===== src/rtl/mem_arbiter_pkg.sv =====
// mem_arbiter_pkg
// Shared definitions for the icache/dcache memory arbiter:
//   - BUS_NONE/BUS_LOAD/BUS_STORE memory command encoding
//   - TAG_BITS, the memory transaction tag width (tag 0 means "no tag")
//   - mem_owner_t, which requester owns an outstanding tag
package mem_arbiter_pkg;

  localparam logic [1:0] BUS_NONE  = 2'h0;
  localparam logic [1:0] BUS_LOAD  = 2'h1;
  localparam logic [1:0] BUS_STORE = 2'h2;

  localparam int TAG_BITS = 4;

  typedef enum logic {
    OWN_I = 1'b0,
    OWN_D = 1'b1
  } mem_owner_t;

  // Any command other than BUS_NONE is a request for the memory port.
  function automatic logic is_request(input logic [1:0] cmd);
    return (cmd != BUS_NONE);
  endfunction

endpackage


===== src/rtl/mem_tag_table.sv =====
// mem_tag_table
// Owner table for outstanding memory load tags: one {valid, owner} entry per
// tag value.
// Ports:
//   clock, reset          core clock, asynchronous active-low reset
//   alloc_en/tag/owner    record a newly accepted load at the next edge
//   lookup_tag            tag of the data returning this cycle
//   lookup_valid/owner    combinational lookup from the registered table
//   free_en               clear the entry at lookup_tag at the next edge
// When the same tag is freed and allocated in one cycle, the allocation wins,
// so the entry ends valid with the new owner.
module mem_tag_table
  import mem_arbiter_pkg::*;
#(
  parameter int TAG_BITS = mem_arbiter_pkg::TAG_BITS
) (
  input  logic                clock,
  input  logic                reset,
  input  logic                alloc_en,
  input  logic [TAG_BITS-1:0] alloc_tag,
  input  mem_owner_t          alloc_owner,
  input  logic [TAG_BITS-1:0] lookup_tag,
  output logic                lookup_valid,
  output mem_owner_t          lookup_owner,
  input  logic                free_en
);

  localparam int DEPTH = 1 << TAG_BITS;

  logic [DEPTH-1:0] valid_r;
  logic [DEPTH-1:0] valid_s;
  logic [DEPTH-1:0] owner_r;   // 1 = dcache, 0 = icache
  logic [DEPTH-1:0] owner_s;

  // Lookup of the returning tag; tag 0 never names a transaction.
  always_comb begin
    lookup_valid = 1'b0;
    lookup_owner = OWN_I;
    if (lookup_tag != {TAG_BITS{1'b0}}) begin
      lookup_valid = valid_r[lookup_tag];
      lookup_owner = mem_owner_t'(owner_r[lookup_tag]);
    end else begin
      lookup_valid = 1'b0;
      lookup_owner = OWN_I;
    end
  end

  // Next table contents: allocation takes priority over a same-tag free.
  always_comb begin
    valid_s = valid_r;
    owner_s = owner_r;
    for (int i = 0; i < DEPTH; i++) begin
      if (alloc_en && (alloc_tag == TAG_BITS'(i))) begin
        valid_s[i] = 1'b1;
        owner_s[i] = (alloc_owner == OWN_D);
      end else if (free_en && (lookup_tag == TAG_BITS'(i))) begin
        valid_s[i] = 1'b0;
        owner_s[i] = owner_r[i];
      end else begin
        valid_s[i] = valid_r[i];
        owner_s[i] = owner_r[i];
      end
    end
  end

  // Table state register; reset drops all ownership.
  always_ff @(posedge clock or negedge reset) begin
    if (!reset) begin
      valid_r <= {DEPTH{1'b0}};
      owner_r <= {DEPTH{1'b0}};
    end else begin
      valid_r <= valid_s;
      owner_r <= owner_s;
    end
  end

endmodule


===== src/rtl/mem_arbiter.sv =====
// mem_arbiter
// Arbitrates the icache and dcache onto the single main-memory port, records
// which side owns each accepted load tag and routes returning data only to
// its owner. The dcache normally wins, but after MAX_D_STREAK consecutive
// accepted dcache grants with the icache waiting, the icache is served.
// Ports:
//   clock, reset                        core clock, async active-low reset
//   icache2mem_command/addr             icache request
//   dcache2mem_command/addr/data        dcache request and store data
//   mem2proc_response                   tag accepted this cycle (0 = rejected)
//   mem2proc_data/tag                   returning data and its tag (0 = none)
//   mem_command/addr/data               request presented to memory
//   mem2icache_response/data/tag        icache view of memory
//   mem2dcache_response/data/tag        dcache view of memory
//   i_outstanding/d_outstanding         loads in flight per side
//   orphan_err                          sticky: data returned on an unowned tag
module mem_arbiter
  import mem_arbiter_pkg::*;
#(
  parameter int XLEN         = 32,
  parameter int TAG_BITS     = mem_arbiter_pkg::TAG_BITS,
  parameter int MAX_D_STREAK = 4
) (
  input  logic                clock,
  input  logic                reset,
  input  logic [1:0]          icache2mem_command,
  input  logic [XLEN-1:0]     icache2mem_addr,
  input  logic [1:0]          dcache2mem_command,
  input  logic [XLEN-1:0]     dcache2mem_addr,
  input  logic [63:0]         dcache2mem_data,
  input  logic [TAG_BITS-1:0] mem2proc_response,
  input  logic [63:0]         mem2proc_data,
  input  logic [TAG_BITS-1:0] mem2proc_tag,
  output logic [1:0]          mem_command,
  output logic [XLEN-1:0]     mem_addr,
  output logic [63:0]         mem_data,
  output logic [TAG_BITS-1:0] mem2icache_response,
  output logic [63:0]         mem2icache_data,
  output logic [TAG_BITS-1:0] mem2icache_tag,
  output logic [TAG_BITS-1:0] mem2dcache_response,
  output logic [63:0]         mem2dcache_data,
  output logic [TAG_BITS-1:0] mem2dcache_tag,
  output logic [TAG_BITS-1:0] i_outstanding,
  output logic [TAG_BITS-1:0] d_outstanding,
  output logic                orphan_err
);

  localparam int STREAK_W = $clog2(MAX_D_STREAK + 1);
  localparam logic [STREAK_W-1:0] STREAK_MAX = STREAK_W'(MAX_D_STREAK);

  logic                i_req_s;
  logic                d_req_s;
  logic                grant_i_s;
  logic                grant_d_s;
  logic                accept_s;
  logic                load_acc_s;
  logic                lookup_valid_s;
  mem_owner_t          lookup_owner_s;
  logic                route_valid_s;
  logic                route_i_s;
  logic                route_d_s;
  logic                orphan_s;
  mem_owner_t          alloc_owner_s;
  logic [STREAK_W-1:0] d_streak_r;
  logic [STREAK_W-1:0] d_streak_s;
  logic [TAG_BITS-1:0] i_cnt_s;
  logic [TAG_BITS-1:0] d_cnt_s;

  // Store data goes straight through; both data buses are qualified by tag.
  assign mem_data        = dcache2mem_data;
  assign mem2icache_data = mem2proc_data;
  assign mem2dcache_data = mem2proc_data;

  // Request decode and grant; requests are masked while reset is held so no
  // command, response or tag leaks out.
  always_comb begin
    i_req_s   = reset && is_request(icache2mem_command);
    d_req_s   = reset && is_request(dcache2mem_command);
    grant_d_s = d_req_s && !(i_req_s && (d_streak_r == STREAK_MAX));
    grant_i_s = i_req_s && !grant_d_s;
    accept_s  = (grant_i_s || grant_d_s) && (mem2proc_response != {TAG_BITS{1'b0}});
  end

  // Memory-side mux and zero-latency acceptance forwarding to the grantee.
  always_comb begin
    mem_command         = BUS_NONE;
    mem_addr            = {XLEN{1'b0}};
    mem2icache_response = {TAG_BITS{1'b0}};
    mem2dcache_response = {TAG_BITS{1'b0}};
    alloc_owner_s       = OWN_I;
    if (grant_d_s) begin
      mem_command         = dcache2mem_command;
      mem_addr            = dcache2mem_addr;
      mem2dcache_response = mem2proc_response;
      alloc_owner_s       = OWN_D;
    end else if (grant_i_s) begin
      mem_command         = icache2mem_command;
      mem_addr            = icache2mem_addr;
      mem2icache_response = mem2proc_response;
      alloc_owner_s       = OWN_I;
    end else begin
      mem_command         = BUS_NONE;
      mem_addr            = {XLEN{1'b0}};
      alloc_owner_s       = OWN_I;
    end
    load_acc_s = accept_s && (mem_command == BUS_LOAD);
  end

  mem_tag_table #(
    .TAG_BITS(TAG_BITS)
  ) u_tag_table (
    .clock       (clock),
    .reset       (reset),
    .alloc_en    (load_acc_s),
    .alloc_tag   (mem2proc_response),
    .alloc_owner (alloc_owner_s),
    .lookup_tag  (mem2proc_tag),
    .lookup_valid(lookup_valid_s),
    .lookup_owner(lookup_owner_s),
    .free_en     (route_valid_s)
  );

  // Return routing: only the owner of a valid tag sees it; unowned tags are orphans.
  always_comb begin
    route_valid_s  = reset && lookup_valid_s;
    route_i_s      = route_valid_s && (lookup_owner_s == OWN_I);
    route_d_s      = route_valid_s && (lookup_owner_s == OWN_D);
    orphan_s       = reset && (mem2proc_tag != {TAG_BITS{1'b0}}) && !lookup_valid_s;
    mem2icache_tag = route_i_s ? mem2proc_tag : {TAG_BITS{1'b0}};
    mem2dcache_tag = route_d_s ? mem2proc_tag : {TAG_BITS{1'b0}};
  end

  // Starvation counter: counts accepted dcache wins while the icache waits.
  always_comb begin
    if (!i_req_s) begin
      d_streak_s = {STREAK_W{1'b0}};
    end else if (grant_i_s && accept_s) begin
      d_streak_s = {STREAK_W{1'b0}};
    end else if (grant_d_s && accept_s && (d_streak_r != STREAK_MAX)) begin
      d_streak_s = d_streak_r + STREAK_W'(1'b1);
    end else begin
      d_streak_s = d_streak_r;
    end
  end

  // Outstanding-load counters; an issue and a return on one side cancel.
  always_comb begin
    case ({load_acc_s && grant_i_s, route_i_s})
      2'b10:   i_cnt_s = i_outstanding + TAG_BITS'(1'b1);
      2'b01:   i_cnt_s = i_outstanding - TAG_BITS'(1'b1);
      default: i_cnt_s = i_outstanding;
    endcase
    case ({load_acc_s && grant_d_s, route_d_s})
      2'b10:   d_cnt_s = d_outstanding + TAG_BITS'(1'b1);
      2'b01:   d_cnt_s = d_outstanding - TAG_BITS'(1'b1);
      default: d_cnt_s = d_outstanding;
    endcase
  end

  // Arbiter state registers.
  always_ff @(posedge clock or negedge reset) begin
    if (!reset) begin
      d_streak_r    <= {STREAK_W{1'b0}};
      i_outstanding <= {TAG_BITS{1'b0}};
      d_outstanding <= {TAG_BITS{1'b0}};
      orphan_err    <= 1'b0;
    end else begin
      d_streak_r    <= d_streak_s;
      i_outstanding <= i_cnt_s;
      d_outstanding <= d_cnt_s;
      orphan_err    <= orphan_err | orphan_s;
    end
  end

endmodule


===== config.mk =====
export PLATFORM = sky130hd
export DESIGN_NAME = mem_arbiter
export DESIGN_NICKNAME = d
export VERILOG_FILES = /design/src/rtl/mem_arbiter_pkg.sv /design/src/rtl/mem_tag_table.sv /design/src/rtl/mem_arbiter.sv
export SDC_FILE = /design/constraint.sdc
export NUM_CORES = 1
export LEC_CHECK = 0
export BUFFER_PORTS_ARGS = -buffer_cell sky130_fd_sc_hd__buf_4
export CAP_MARGIN = 15
export CELL_PAD_IN_SITES_DETAIL_PLACEMENT = 1
export CELL_PAD_IN_SITES_GLOBAL_PLACEMENT = 1
export CORE_AREA = 2 2 176 178
export CTS_BUF_LIST = sky130_fd_sc_hd__clkbuf_16
export DETAILED_ROUTE_END_ITERATION = 10
export DIE_AREA = 0 0 178 180
export GPL_TIMING_DRIVEN = 0
export PLACE_DENSITY = 0.56
export SLEW_MARGIN = 0
export SYNTH_ARGS = -nofsm -noshare
export SYNTH_HDL_FRONTEND = slang
export SYNTH_HIERARCHICAL = 1
export SYNTH_SLANG_ARGS = --single-unit

===== constraint.sdc =====
create_clock -name clock -period 3.2 [get_ports clock]
set_input_delay 0.16 -clock clock [delete_from_list [all_inputs] [get_ports clock]]
set_output_delay 0.16 -clock clock [all_outputs]
set_load 0.1 [all_outputs]

==> results of run 1 <==
[worst min-delay path by stage]
stage,to,startpoint,slack [ns]
2_1_floorplan,d_outstanding[0]$_DFFE_PN0P_,reset,-0.14
3_3_place_gp,i_outstanding[2]$_DFFE_PN0P_,reset,0.24
3_5_place_dp,i_outstanding[2]$_DFFE_PN0P_,reset,0.24
4_1_cts,d_streak_r[1]$_DFFE_PN0P_,icache2mem_command[0],0.22
5_1_grt,d_streak_r[1]$_DFFE_PN0P_,icache2mem_command[0],0.26
6_report,d_streak_r[1]$_DFFE_PN0P_,icache2mem_command[0],0.23
[cell usage in the layout, fill, tap and decap left out, drive strengths merged, types with 3 or more instances in the layout]
cell type and count:
mux4 4, nor3b 7, and3 5, o21ai 23, or4 4, mux2 19
mux2i 6, o211ai 3, nand2 30, inv 13, ha 8, clkbuf 9
nand3 11, nand2b 4, a21oi 11, buf 534, dfrtp 42, and2 16
nor2b 5, a22o 33, nor2 7
[stage by stage]
step | utilization | power, uW
finish | 0.253 | 3830
floorplan | - | 2730
CTS | 0.251 | 3870
detailed placement | 0.243 | 3280
global placement | 0.243 | 3270
global route | 0.253 | 4010
[what timing repair did]
action,CTS,global route
buffers inserted,0,1
gates resized for setup,10,7
setup endpoints to repair,6,2
pin swaps,0,0
hold buffers,2,0
hold endpoints to repair,42,0
[where the power goes]
group / total (uW) / internal (uW) / switching (uW)
Sequential: 703 / 620 / 82.9
Clock: 536 / 293 / 243
Combinational: 2590 / 665 / 1920
[state kept, by name, indices dropped and copies added (netlist names)]
name	flops
u_tag_table/owner_r	15
d_streak_r	3
orphan_err	1
i_outstanding	4
d_outstanding	4
u_tag_table/valid_r	15
[worst max-delay path, stage by stage (launching register included)]
cell and delay [ns]:
sky130_fd_sc_hd__dfrtp_1 0.41, sky130_fd_sc_hd__inv_1 0.12, sky130_fd_sc_hd__ha_4 0.17, sky130_fd_sc_hd__a2bb2oi_1 0.09, sky130_fd_sc_hd__or3_4 0.35, sky130_fd_sc_hd__or4_4 0.44, sky130_fd_sc_hd__ha_4 0.21, sky130_fd_sc_hd__ha_4 0.24
sky130_fd_sc_hd__or4b_2 0.62, sky130_fd_sc_hd__o311ai_0 0.12, sky130_fd_sc_hd__o211ai_1 0.12
[layout make-up]
cell class                      instances  share of cell area
Buffer                                208               0.203
Clock buffer                            5              0.0164
Clock inverter                          3             0.00311
Inverter                               12             0.00590
Multi-Input combinational cell        230               0.240
Sequential cell                        42               0.138
Tap cell                              396              0.0649
Timing Repair Buffer                  331               0.328
[metal layers]
layer	global-route usage	share of wire	routed length (um)
met1	0.162	0.44	9120
met2	0.189	0.45	9330
met3	0.0391	0.10	2150
met4	0.0144	0.0060	124
met5	0	0	0
[cell families (layout without fill, tap and decap cells)]
| family | count (synthesis) | in the layout |
|---|---|---|
| flops | 42 | 42 |
| compound gates | 84 | 84 |
| mux | 29 | 29 |
| buf+inv | 220 | 559 |
| simple gates | 103 | 103 |
| fa+ha+maj | 10 | 10 |
| xor+xnor | 4 | 4 |
==> results.py, run 1 <==
metrics = {
    "final_layout": {
        "layout.nets": 1046,
        "layout.filler_cells": 3627,
        "diodes": 0,
        "layout-area-overhead-vs-synth_pct": 73.8,
        "layout.cell_area.non_filler_sq_mm": 0.00763,
        "multi_input_comb_area_sq_mm": 0.00183,
        "layout.cells.non_filler": 1227,
        "post_route_cells_drive_above_1_share": 0.703,
        "seq_area_sq_mm": 0.00105,
    },
    "sta": {
        "max_freq_mhz": 332,
        "slew_of_the_pin_with_the_lowest_slew_margin_ns": 1.00,
        "min_period_over_period": 0.940,
        "slew_hr": 0.326,
        "final_period_minus_worst_setup_slack_ns": 3.01,
        "timing.hold.ws_ns": 0.229,
        "rsz0062_at_grt": "no",
        "drv_slew": 0,
        "hold_viol_final": 0,
        "setup_viol": 0,
        "clock_skew_ns": 0.00866,
        "timing.setup.tns_ns": 0,
        "layout_setup_ws_ns": 0.191,
    },
    "synthesis": {
        "basic_gate_share_of_the_synthesized_area_counting_and_or_nand_and_nor_cells": 0.131,
        "yosysMostFrequentCell": "sky130_fd_sc_hd__buf_4",
        "synthTopCellsByArea": "sky130_fd_sc_hd__buf_4, sky130_fd_sc_hd__dfrtp_1, sky130_fd_sc_hd__a22o_1",
        "synth.largest_area_cell": "sky130_fd_sc_hd__buf_4",
        "synth.mux.area_fraction": 0.0863,
        "synthCells": 492,
        "syn_nets": 708,
        "netlist_top_cells_count": "sky130_fd_sc_hd__buf_4, sky130_fd_sc_hd__dfrtp_1, sky130_fd_sc_hd__a22o_1",
        "synth_area_sq_mm": 0.00439,
        "netlist-cell-type-count": 53,
        "synth_xor_xnor_area_share": 0.00797,
        "yosys_register_bits": 42,
        "dominant_combinational_cell_family_by_area_after_synthesis": "buffers and inverters",
        "async_flop_share": 1.00,
        "yosys_warnings": 6,
        "synth-edff-count": 0,
        "ys.flop_type": "sky130_fd_sc_hd__dfrtp_1",
        "ys_seq_area_frac": 0.239,
        "synth-adder-area-share": 0.0319,
        "synth_compound_area_frac": 0.140,
        "post_synth.cell_area_avg_sq_um": 8.93,
        "synth_top_cell_area_share": 0.328,
    },
    "route": {
        "wl_per_cell_um": 16.9,
        "drtPass1Iterations": 4,
        "drcViolationCount": 0,
        "detail_route.wirelength_um": 20700,
        "iter_0_drt_violations": 220,
        "ant_nets": 0,
        "detail_route.vias_per_cell": 3.71,
        "num_vias": 4554,
    },
    "floorplan": {
        "design.core.area_sq_mm": 0.0302,
        "floorplan.initialDensity": 0.146,
        "die_height_um": 180,
        "die_area_sq_mm": 0.0320,
        "die_width_um": 178,
        "design.portCount": 457,
        "fp-row-count": 64,
    },
    "worst_setup_path": {
        "worst_setup_path_startpoint": "d_streak_r[0]$_DFFE_PN0P_",
        "critical_path_class": "flip-flop to flip-flop",
        "rr_endpoint": "i_outstanding[3]$_DFFE_PN0P_",
        "path_max_fanout": 9,
        "arrival_ns": 3.18,
        "cp-start-kind": "flip-flop",
        "reg2reg_setup_slack_ns": 0.19,
        "regToRegStartpoint": "d_streak_r[0]$_DFFE_PN0P_",
        "timing.critical_path.to": "i_outstanding[3]$_DFFE_PN0P_",
        "critical_path.endpoint_type": "flip-flop",
        "timing.reg2reg.worst_path_depth": 10,
        "worst-endpoint-required_ns": 3.37,
    },
    "clock_network": {
        "clockBufferDepth": 2,
        "worst_setup_hold_path_clk_slew_ns": 0.07,
        "clock_tree_from_tritoncts": "done",
        "clockRootBuffer": "sky130_fd_sc_hd__clkbuf_16",
        "htreeDepth": 2,
        "clock_latency_ns": 0.29,
        "cts-buffers-inserted": 5,
        "cts_sinks": 42,
    },
    "placed_design": {
        "detailed_place.area_sq_mm": 0.00735,
        "detailed_place_hpwl_um": 17700,
        "io_buffers": 328,
        "place.detailed.instances": 1216,
        "place_worst_setup_slack_ns": -0.662,
        "routabilityCongestion": 0.772,
    },
    "pwr": {
        "power-per-cell-area_mw_per_mm2": 501,
        "vdd_drop_max_uv": 336,
        "leakagePower_uw": 0.00397,
    },
    "grt": {
        "grt_remaining_overflow": 0,
        "grt_pass1_vias": 4623,
        "globalRouteTotalUtil": 0.120,
        "grt_start_max_net_pins": 43,
        "grt_pass1_wl_um": 28900,
        "antenna_found_initial": 4,
    },
    "hold_path": {
        "hold_depth": 3,
        "worst_min_delay_path_class": "input pin to flip-flop",
    },
    "run": {
        "cap_viol_max_count": 0,
    },
    "outcome": {
        "run_status": "completed",
    },
}
No activity file was read; power rests on OpenSTA's default activity.
==> run 2, diff against run 1 <==
--- a/config.mk
+++ b/config.mk
@@ -5,6 +5,7 @@
 export SDC_FILE = /design/constraint.sdc
 export NUM_CORES = 1
 export LEC_CHECK = 0
+export ABC_AREA = 1
 export BUFFER_PORTS_ARGS = -buffer_cell sky130_fd_sc_hd__buf_4
 export CAP_MARGIN = 15
 export CELL_PAD_IN_SITES_DETAIL_PLACEMENT = 1
@@ -13,8 +14,7 @@
 export CTS_BUF_LIST = sky130_fd_sc_hd__clkbuf_16
 export DETAILED_ROUTE_END_ITERATION = 10
 export DIE_AREA = 0 0 178 180
-export GPL_TIMING_DRIVEN = 0
-export PLACE_DENSITY = 0.56
+export PLACE_DENSITY = 0.59
 export SLEW_MARGIN = 0
 export SYNTH_ARGS = -nofsm -noshare
 export SYNTH_HDL_FRONTEND = slang
==> run 2 against run 1 <==
  * First-iteration DRC count fell by 45%
  * Combinational power is 48% lower
  * Core utilization fell by 9.6 points
  * Largest power group unchanged
  * Final area is 38% lower
  * Cell count is 18% lower
  * Synthesized area up 6.4%
  * Critical path depth up 6
  * Register-to-register slack improved by 0.53 ns
  * Synthesized cell count is 37% higher
  * Sequential share of layout area is 9.4 points higher
==> results.py, run 2 <==
metrics = {
    "sta": {
        "slew_of_the_pin_with_the_lowest_slew_margin_ns": 0.590,
        "final_period_minus_worst_setup_slack_ns": 2.48,
        "min_period_over_period": 0.774,
        "timing.setup.tns_ns": 0,
        "setup_viol": 0,
        "layout_setup_ws_ns": 0.723,
        "hold_viol_final": 0,
        "drv_slew": 0,
        "rsz0062_at_grt": "no",
        "max_freq_mhz": 404,
        "clock_skew_ns": 0.00914,
        "slew_hr": 0.607,
    },
    "pwr": {
        "leakagePower_uw": 0.00253,
        "power-per-cell-area_mw_per_mm2": 570,
        "p_seq_frac": 0.290,
        "vdd_drop_max_uv": 274,
        "post-layout-total-power_uw": 2710,
        "combPwrFrac": 0.495,
        "switchingPower_uw": 1320,
        "power_switching_share": 0.487,
        "internal_power_consumption_uw": 1390,
        "clock_power_share": 0.215,
    },
    "run": {
        "cap_viol_max_count": 0,
    },
    "synthesis": {
        "synth-edff-count": 0,
        "netlist-cell-type-count": 30,
        "yosys_register_bits": 44,
        "async_flop_share": 1.00,
        "synth_top_cell_area_share": 0.310,
        "synthTopCellsByArea": "sky130_fd_sc_hd__buf_4, sky130_fd_sc_hd__dfrtp_1, sky130_fd_sc_hd__nand2_1",
        "synth.largest_area_cell": "sky130_fd_sc_hd__buf_4",
        "ys.flop_type": "sky130_fd_sc_hd__dfrtp_1",
        "syn_nets": 891,
        "yosysMostFrequentCell": "sky130_fd_sc_hd__nand2_1",
        "synthCells": 675,
        "post_synth.cell_area_avg_sq_um": 6.92,
        "yosys_warnings": 6,
        "synth_area_sq_mm": 0.00467,
        "ys_seq_area_frac": 0.236,
        "netlist_top_cells_count": "sky130_fd_sc_hd__nand2_1, sky130_fd_sc_hd__buf_4, sky130_fd_sc_hd__dfrtp_1",
    },
    "grt": {
        "grt_pass1_vias": 4050,
        "grt_pass1_wl_um": 23500,
        "grt.busiest_layer": "met2",
        "grt_start_max_net_pins": 46,
        "globalRouteTotalUtil": 0.0964,
        "grt.met1_usage": 0.107,
        "grt.met3_usage": 0.0417,
        "global_route.usage.met2": 0.163,
        "antenna_found_initial": 0,
        "grt_remaining_overflow": 0,
    },
    "worst_setup_path": {
        "worst_setup_path_startpoint": "d_streak_r[0]$_DFFE_PN0P_",
        "critical_path_class": "flip-flop to flip-flop",
        "regToRegStartpoint": "d_streak_r[0]$_DFFE_PN0P_",
        "rr_endpoint": "i_outstanding[3]$_DFFE_PN0P_",
        "critical_path.endpoint_type": "flip-flop",
        "worst-endpoint-required_ns": 3.38,
        "timing.critical_path.to": "i_outstanding[3]$_DFFE_PN0P_",
        "reg2reg_setup_slack_ns": 0.72,
        "path_max_fanout": 5,
        "timing.reg2reg.worst_path_depth": 16,
        "cp-start-kind": "flip-flop",
        "arrival_ns": 2.66,
    },
    "floorplan": {
        "floorplan.initialDensity": 0.155,
        "die_width_um": 178,
        "fp-row-count": 64,
        "die_area_sq_mm": 0.0320,
        "die_height_um": 180,
        "design.core.area_sq_mm": 0.0302,
        "design.portCount": 457,
    },
    "final_layout": {
        "layout-area-overhead-vs-synth_pct": 1.58,
        "post_route_cells_drive_above_1_share": 0.280,
        "layout.nets": 829,
        "diodes": 0,
        "final_cell_mix": "sky130_fd_sc_hd__nand2_1, sky130_fd_sc_hd__buf_4, sky130_fd_sc_hd__dfrtp_1, sky130_fd_sc_hd__nand3_1, sky130_fd_sc_hd__inv_1",
        "layout.filler_cells": 3737,
        "multi_input_comb_area_sq_mm": 0.00175,
        "leading_cell_type_in_the_layout_fill_and_taps_excluded": "sky130_fd_sc_hd__nand2_1",
        "layout_top_registers": "u_tag_table/owner_r x16, u_tag_table/valid_r x16",
        "finish.utilization": 0.157,
        "seq_area_sq_mm": 0.00110,
    },
    "clock_network": {
        "cts_sinks": 44,
        "htreeDepth": 2,
        "post_cts_buffers": 0,
        "cts-buffers-inserted": 5,
        "clock_tree_from_tritoncts": "done",
        "clockRootBuffer": "sky130_fd_sc_hd__clkbuf_16",
        "clock_latency_ns": 0.29,
        "worst_setup_hold_path_clk_slew_ns": 0.07,
        "postCtsResizedCells": 0,
        "clockBufferDepth": 2,
        "ctsHoldBuffers": 0,
    },
    "route": {
        "iter_0_drt_violations": 120,
        "num_vias": 3712,
        "detail_route.wirelength_um": 15800,
        "drcViolationCount": 0,
        "detail_route.vias_per_cell": 3.68,
        "drtPass1Iterations": 4,
        "ant_nets": 0,
        "wl_per_cell_um": 15.7,
    },
    "placed_design": {
        "routabilityCongestion": 0.815,
        "place_worst_setup_slack_ns": 0.463,
        "detailed_place_hpwl_um": 13200,
        "io_buffers": 136,
    },
    "outcome": {
        "run_status": "completed",
    },
    "hold_path": {
        "worst_min_delay_path_class": "input pin to async pin",
    },
}
run 2: cell types whose count changed after synthesis, moves of 7 or more:
cell / change
sky130_fd_sc_hd__inv_1: +29
sky130_fd_sc_hd__nor2_1: +27
sky130_fd_sc_hd__and2_1: -16
sky130_fd_sc_hd__mux2_2: -18
sky130_fd_sc_hd__nand2_1: +181
sky130_fd_sc_hd__a22o_1: -33
sky130_fd_sc_hd__nor3b_1: -7
sky130_fd_sc_hd__o21ai_1: +7
sky130_fd_sc_hd__o21ai_0: +10
sky130_fd_sc_hd__nand2_2: +12
sky130_fd_sc_hd__nand3_1: +32
sky130_fd_sc_hd__a21oi_1: -9
run 2: layer usage:
metal	routed length (um)	vias up	part of all wire
met5	59	-	0.0037
met4	384	2	0.024
met3	1550	46	0.098
met2	7640	206	0.48
met1	6170	1691	0.39
li1	-	1767	-
run 2: kinds of logic after synthesis:
kind of cell / count (synthesis) / share of synthesized area
AOI/OAI and AO/OA: 43 / 0.0490
xor gates and xnor gates: 9 / 0.0169
adders and majority gates: 10 / 0.0300
buffers and inverters: 258 / 0.390
DFF: 44 / 0.236
and+or+nand+nor: 311 / 0.278
run 2: metrics by stage:
stage / hold WS, ns / cells / instance area [sq um]
final: 0.0564 / 1010 / 4750
after global routing: 0.109 / 1010 / 4750
after CTS: 0.0860 / 1010 / 4750
after detailed placement: 0.321 / 1002 / 4580
after global placement: 0.321 / 1002 / 4580
after floorplan: -0.136 / 675 / 4670
run 2: power groups by stage:
stage	sequential [uW]	clock, uW	combinational (uW)
finish	785	581	1340
global route	804	620	1440
CTS	787	602	1360
detailed placement	795	0	1360
global placement	795	0	1340
floorplan	1060	0	1860
run 2: final cells by class:
| cell class | count | area share |
|---|---|---|
| clock buffers | 5 | 0.0264 |
| clock inverters | 3 | 0.00817 |
| inverters | 49 | 0.0393 |
| multi-input cells | 373 | 0.368 |
| flip-flops and latches | 44 | 0.232 |
| well taps | 396 | 0.104 |
| repair buffers | 140 | 0.221 |
run 2: worst min-delay path by stage:
stage	endpoint	slack (ns)	depth (start not counted)	start
3_5_place_dp	mem_data[19]	0.32	0	dcache2mem_data[19]
6_report	u_tag_table/valid_r[3]$_DFFE_PN0P_	0.06	2	reset
2_1_floorplan	d_outstanding[0]$_DFFE_PN0P_	-0.14	0	reset
4_1_cts	u_tag_table/valid_r[14]$_DFFE_PN0P_	0.09	2	reset
5_1_grt	u_tag_table/valid_r[14]$_DFFE_PN0P_	0.11	2	reset
3_3_place_gp	mem_data[19]	0.32	0	dcache2mem_data[19]
run 2: critical path, stage by stage (launching register included):
cell and delay (ns):
sky130_fd_sc_hd__dfrtp_1 0.38, sky130_fd_sc_hd__inv_1 0.09, sky130_fd_sc_hd__ha_1 0.15, sky130_fd_sc_hd__nand2_1 0.05
sky130_fd_sc_hd__inv_1 0.06, sky130_fd_sc_hd__nand2_1 0.09, sky130_fd_sc_hd__nand2_4 0.11, sky130_fd_sc_hd__nand2_2 0.11
sky130_fd_sc_hd__nor2_1 0.16, sky130_fd_sc_hd__nand3_1 0.11, sky130_fd_sc_hd__ha_1 0.25, sky130_fd_sc_hd__ha_1 0.34
sky130_fd_sc_hd__a21oi_1 0.15, sky130_fd_sc_hd__nand2_1 0.09, sky130_fd_sc_hd__xnor2_1 0.13, sky130_fd_sc_hd__nand2_1 0.06
sky130_fd_sc_hd__nand2_1 0.04
==> run 3, diff against run 2 <==
--- a/config.mk
+++ b/config.mk
@@ -10,11 +10,11 @@
 export CAP_MARGIN = 15
 export CELL_PAD_IN_SITES_DETAIL_PLACEMENT = 1
 export CELL_PAD_IN_SITES_GLOBAL_PLACEMENT = 1
-export CORE_AREA = 2 2 176 178
+export CORE_AREA = 2 2 179 181
 export CTS_BUF_LIST = sky130_fd_sc_hd__clkbuf_16
 export DETAILED_ROUTE_END_ITERATION = 10
-export DIE_AREA = 0 0 178 180
-export PLACE_DENSITY = 0.59
+export DIE_AREA = 0 0 181 183
+export PLACE_DENSITY = 0.55
 export SLEW_MARGIN = 0
 export SYNTH_ARGS = -nofsm -noshare
 export SYNTH_HDL_FRONTEND = slang
==> constraint.sdc (replaced) <==
create_clock -name clock -period 2.6 [get_ports clock]
set_input_delay 0.13 -clock clock [delete_from_list [all_inputs] [get_ports clock]]
set_output_delay 0.13 -clock clock [all_outputs]
set_load 0.1 [all_outputs]
==> run 3 against run 2 <==
  * Clock power grew 9.3%
  * Combinational power grew 26%
  * Total power grew 21%
  * Setup slack lost 0.52 ns
  * Clock skew shrank 0.0034 ns
  * Register-to-register slack lost 0.52 ns
  * Highest routed layer is now met4
==> results.py, run 3 (synthesis gave the netlist of run 2 again) <==
metrics = {
    "route": {
        "detail_route.vias_per_cell": 3.63,
        "drtPass1Iterations": 4,
        "drcViolationCount": 0,
        "num_vias": 3742,
        "wl_per_cell_um": 15.0,
        "ant_nets": 0,
        "iter_0_drt_violations": 131,
        "detail_route.wirelength_um": 15400,
    },
    "floorplan": {
        "die_width_um": 181,
        "die_area_sq_mm": 0.0331,
        "floorplan.initialDensity": 0.150,
        "fp-row-count": 65,
        "design.portCount": 457,
        "design.core.area_sq_mm": 0.0312,
        "die_height_um": 183,
    },
    "clock_network": {
        "clock_tree_from_tritoncts": "done",
        "worst_setup_hold_path_clk_slew_ns": 0.07,
        "clockRootBuffer": "sky130_fd_sc_hd__clkbuf_16",
        "clock_latency_ns": 0.29,
        "htreeDepth": 2,
        "cts-buffers-inserted": 5,
        "clockBufferDepth": 2,
        "cts_sinks": 44,
    },
    "sta": {
        "min_period_over_period": 0.920,
        "hold_viol_final": 0,
        "setup_viol": 0,
        "drv_slew": 0,
        "slew_hr": 0.640,
        "slew_of_the_pin_with_the_lowest_slew_margin_ns": 0.539,
        "clock_skew_ns": 0.00573,
        "layout_setup_ws_ns": 0.207,
        "final_period_minus_worst_setup_slack_ns": 2.39,
        "max_freq_mhz": 418,
    },
    "worst_setup_path": {
        "path_max_fanout": 6,
        "cp-start-kind": "flip-flop",
        "critical_path.endpoint_type": "flip-flop",
        "arrival_ns": 2.58,
        "regToRegStartpoint": "d_streak_r[0]$_DFFE_PN0P_",
        "worst-endpoint-required_ns": 2.79,
        "critical_path_class": "flip-flop to flip-flop",
        "worst_setup_path_startpoint": "d_streak_r[0]$_DFFE_PN0P_",
    },
    "pwr": {
        "post-layout-total-power_uw": 3280,
        "vdd_drop_max_uv": 326,
        "leakagePower_uw": 0.00259,
        "power-per-cell-area_mw_per_mm2": 672,
    },
    "placed_design": {
        "detailed_place_hpwl_um": 12900,
        "place_worst_setup_slack_ns": -0.0353,
        "io_buffers": 136,
        "routabilityCongestion": 0.761,
    },
    "final_layout": {
        "layout.filler_cells": 3886,
        "diodes": 0,
        "finish.utilization": 0.156,
        "layout_top_registers": "u_tag_table/owner_r x16, u_tag_table/valid_r x16",
        "layout.nets": 843,
        "leading_cell_type_in_the_layout_fill_and_taps_excluded": "sky130_fd_sc_hd__nand2_1",
        "layout-area-overhead-vs-synth_pct": 4.47,
        "final_cell_mix": "sky130_fd_sc_hd__nand2_1, sky130_fd_sc_hd__buf_4, sky130_fd_sc_hd__dfrtp_1, sky130_fd_sc_hd__nand3_1, sky130_fd_sc_hd__inv_1",
        "post_route_cells_drive_above_1_share": 0.307,
    },
    "grt": {
        "grt_pass1_vias": 4066,
        "globalRouteTotalUtil": 0.0925,
        "antenna_found_initial": 0,
        "grt_start_max_net_pins": 38,
        "grt_pass1_wl_um": 23600,
        "grt_remaining_overflow": 0,
    },
    "hold_path": {
        "worst_min_delay_path_class": "input pin to flip-flop",
        "hold_start": "mem2proc_response[1]",
    },
    "outcome": {
        "run_status": "completed",
    },
    "run": {
        "cap_viol_max_count": 0,
    },
}
==> run 3: changes by cell type in the layout (fill, tap and decap cells not counted), sizes merged <==
cell	before	now
clkinv	2	4
dlygate4sd3	0	1
buf	140	153
bufinv	1	0
inv	49	48
==> run 3: power by group <==
| part | switching, uW | total (uW) | internal [uW] |
|---|---|---|---|
| Clock | 285 | 635 | 350 |
| Combinational | 1250 | 1690 | 443 |
| Sequential | 117 | 955 | 838 |
==> run 3: final timing paths <==
kind / end / slack, ns / cells after the start
worst max-delay path: d_outstanding[3]$_DFFE_PN0P_ / 0.21 / 17
worst min-delay path: u_tag_table/valid_r[9]$_DFFE_PN0P_ / 0.21 / 4
worst max register to register: d_outstanding[3]$_DFFE_PN0P_ / 0.21 / 17
worst min register to register: orphan_err$_DFF_PN0_ / 0.48 / 1
max in group asynchronous: i_outstanding[3]$_DFFE_PN0P_ / 1.78 / 3
min in group asynchronous: u_tag_table/valid_r[10]$_DFFE_PN0P_ / 0.43 / 3
==> run 3: area by class of cell <==
cell class / instances / area, sq um / share of cell area
multi-input cells: 373 / 1790 / 0.368
repair buffers: 154 / 1160 / 0.237
flip-flops and latches: 44 / 1100 / 0.226
well taps: 402 / 503 / 0.103
inverters: 49 / 186 / 0.0382
clock buffers: 5 / 125 / 0.0256
clock inverters: 3 / 13.8 / 0.00282
==> run 3: routing by layer <==
layer	routed length (um)	part of all wire	vias up	GRT usage
met5	0	0	-	0
met4	301	0.020	0	0.0299
met3	1500	0.097	32	0.0377
met2	7360	0.48	206	0.158
met1	6250	0.41	1710	0.105
li1	-	-	1794	-
==> run 3: per-stage QoR <==
| stage | cells | cell area (sq um) | TNS [ns] | hold slack, ns |
|---|---|---|---|---|
| 2_1_floorplan | 675 | 4690 | 0 | -0.166 |
| 3_3_place_gp | 1018 | 4680 | 0 | 0.170 |
| 3_5_place_dp | 1018 | 4680 | -0.0694 | 0.164 |
| 4_1_cts | 1027 | 4830 | 0 | 0.208 |
| 5_1_grt | 1030 | 4880 | -0.00422 | 0.235 |
| 6_report | 1030 | 4880 | 0 | 0.212 |
==> run 3: worst max-delay path: stages, from the launching register on <==
cell and delay [ns]:
sky130_fd_sc_hd__dfrtp_1 0.35, sky130_fd_sc_hd__inv_1 0.07, sky130_fd_sc_hd__ha_1 0.19, sky130_fd_sc_hd__nand2_1 0.06, sky130_fd_sc_hd__inv_1 0.04, sky130_fd_sc_hd__nand2_2 0.08, sky130_fd_sc_hd__nand2_4 0.08, sky130_fd_sc_hd__nand3_1 0.12
sky130_fd_sc_hd__nand2_4 0.07, sky130_fd_sc_hd__inv_1 0.09, sky130_fd_sc_hd__nand4_1 0.10, sky130_fd_sc_hd__ha_2 0.21, sky130_fd_sc_hd__ha_1 0.32, sky130_fd_sc_hd__a21oi_1 0.14, sky130_fd_sc_hd__nand2_1 0.10, sky130_fd_sc_hd__xnor2_2 0.14
sky130_fd_sc_hd__nand2_1 0.07, sky130_fd_sc_hd__nand2_1 0.05
==> run 3: timing repair <==
action / 4_1_cts / 5_1_grt
endpoints found under the hold margin: 44 / 0
buffers inserted: 0 / 3
hold buffers: 1 / 0
endpoints found under the setup margin: 0 / 19
resized for setup: 0 / 9
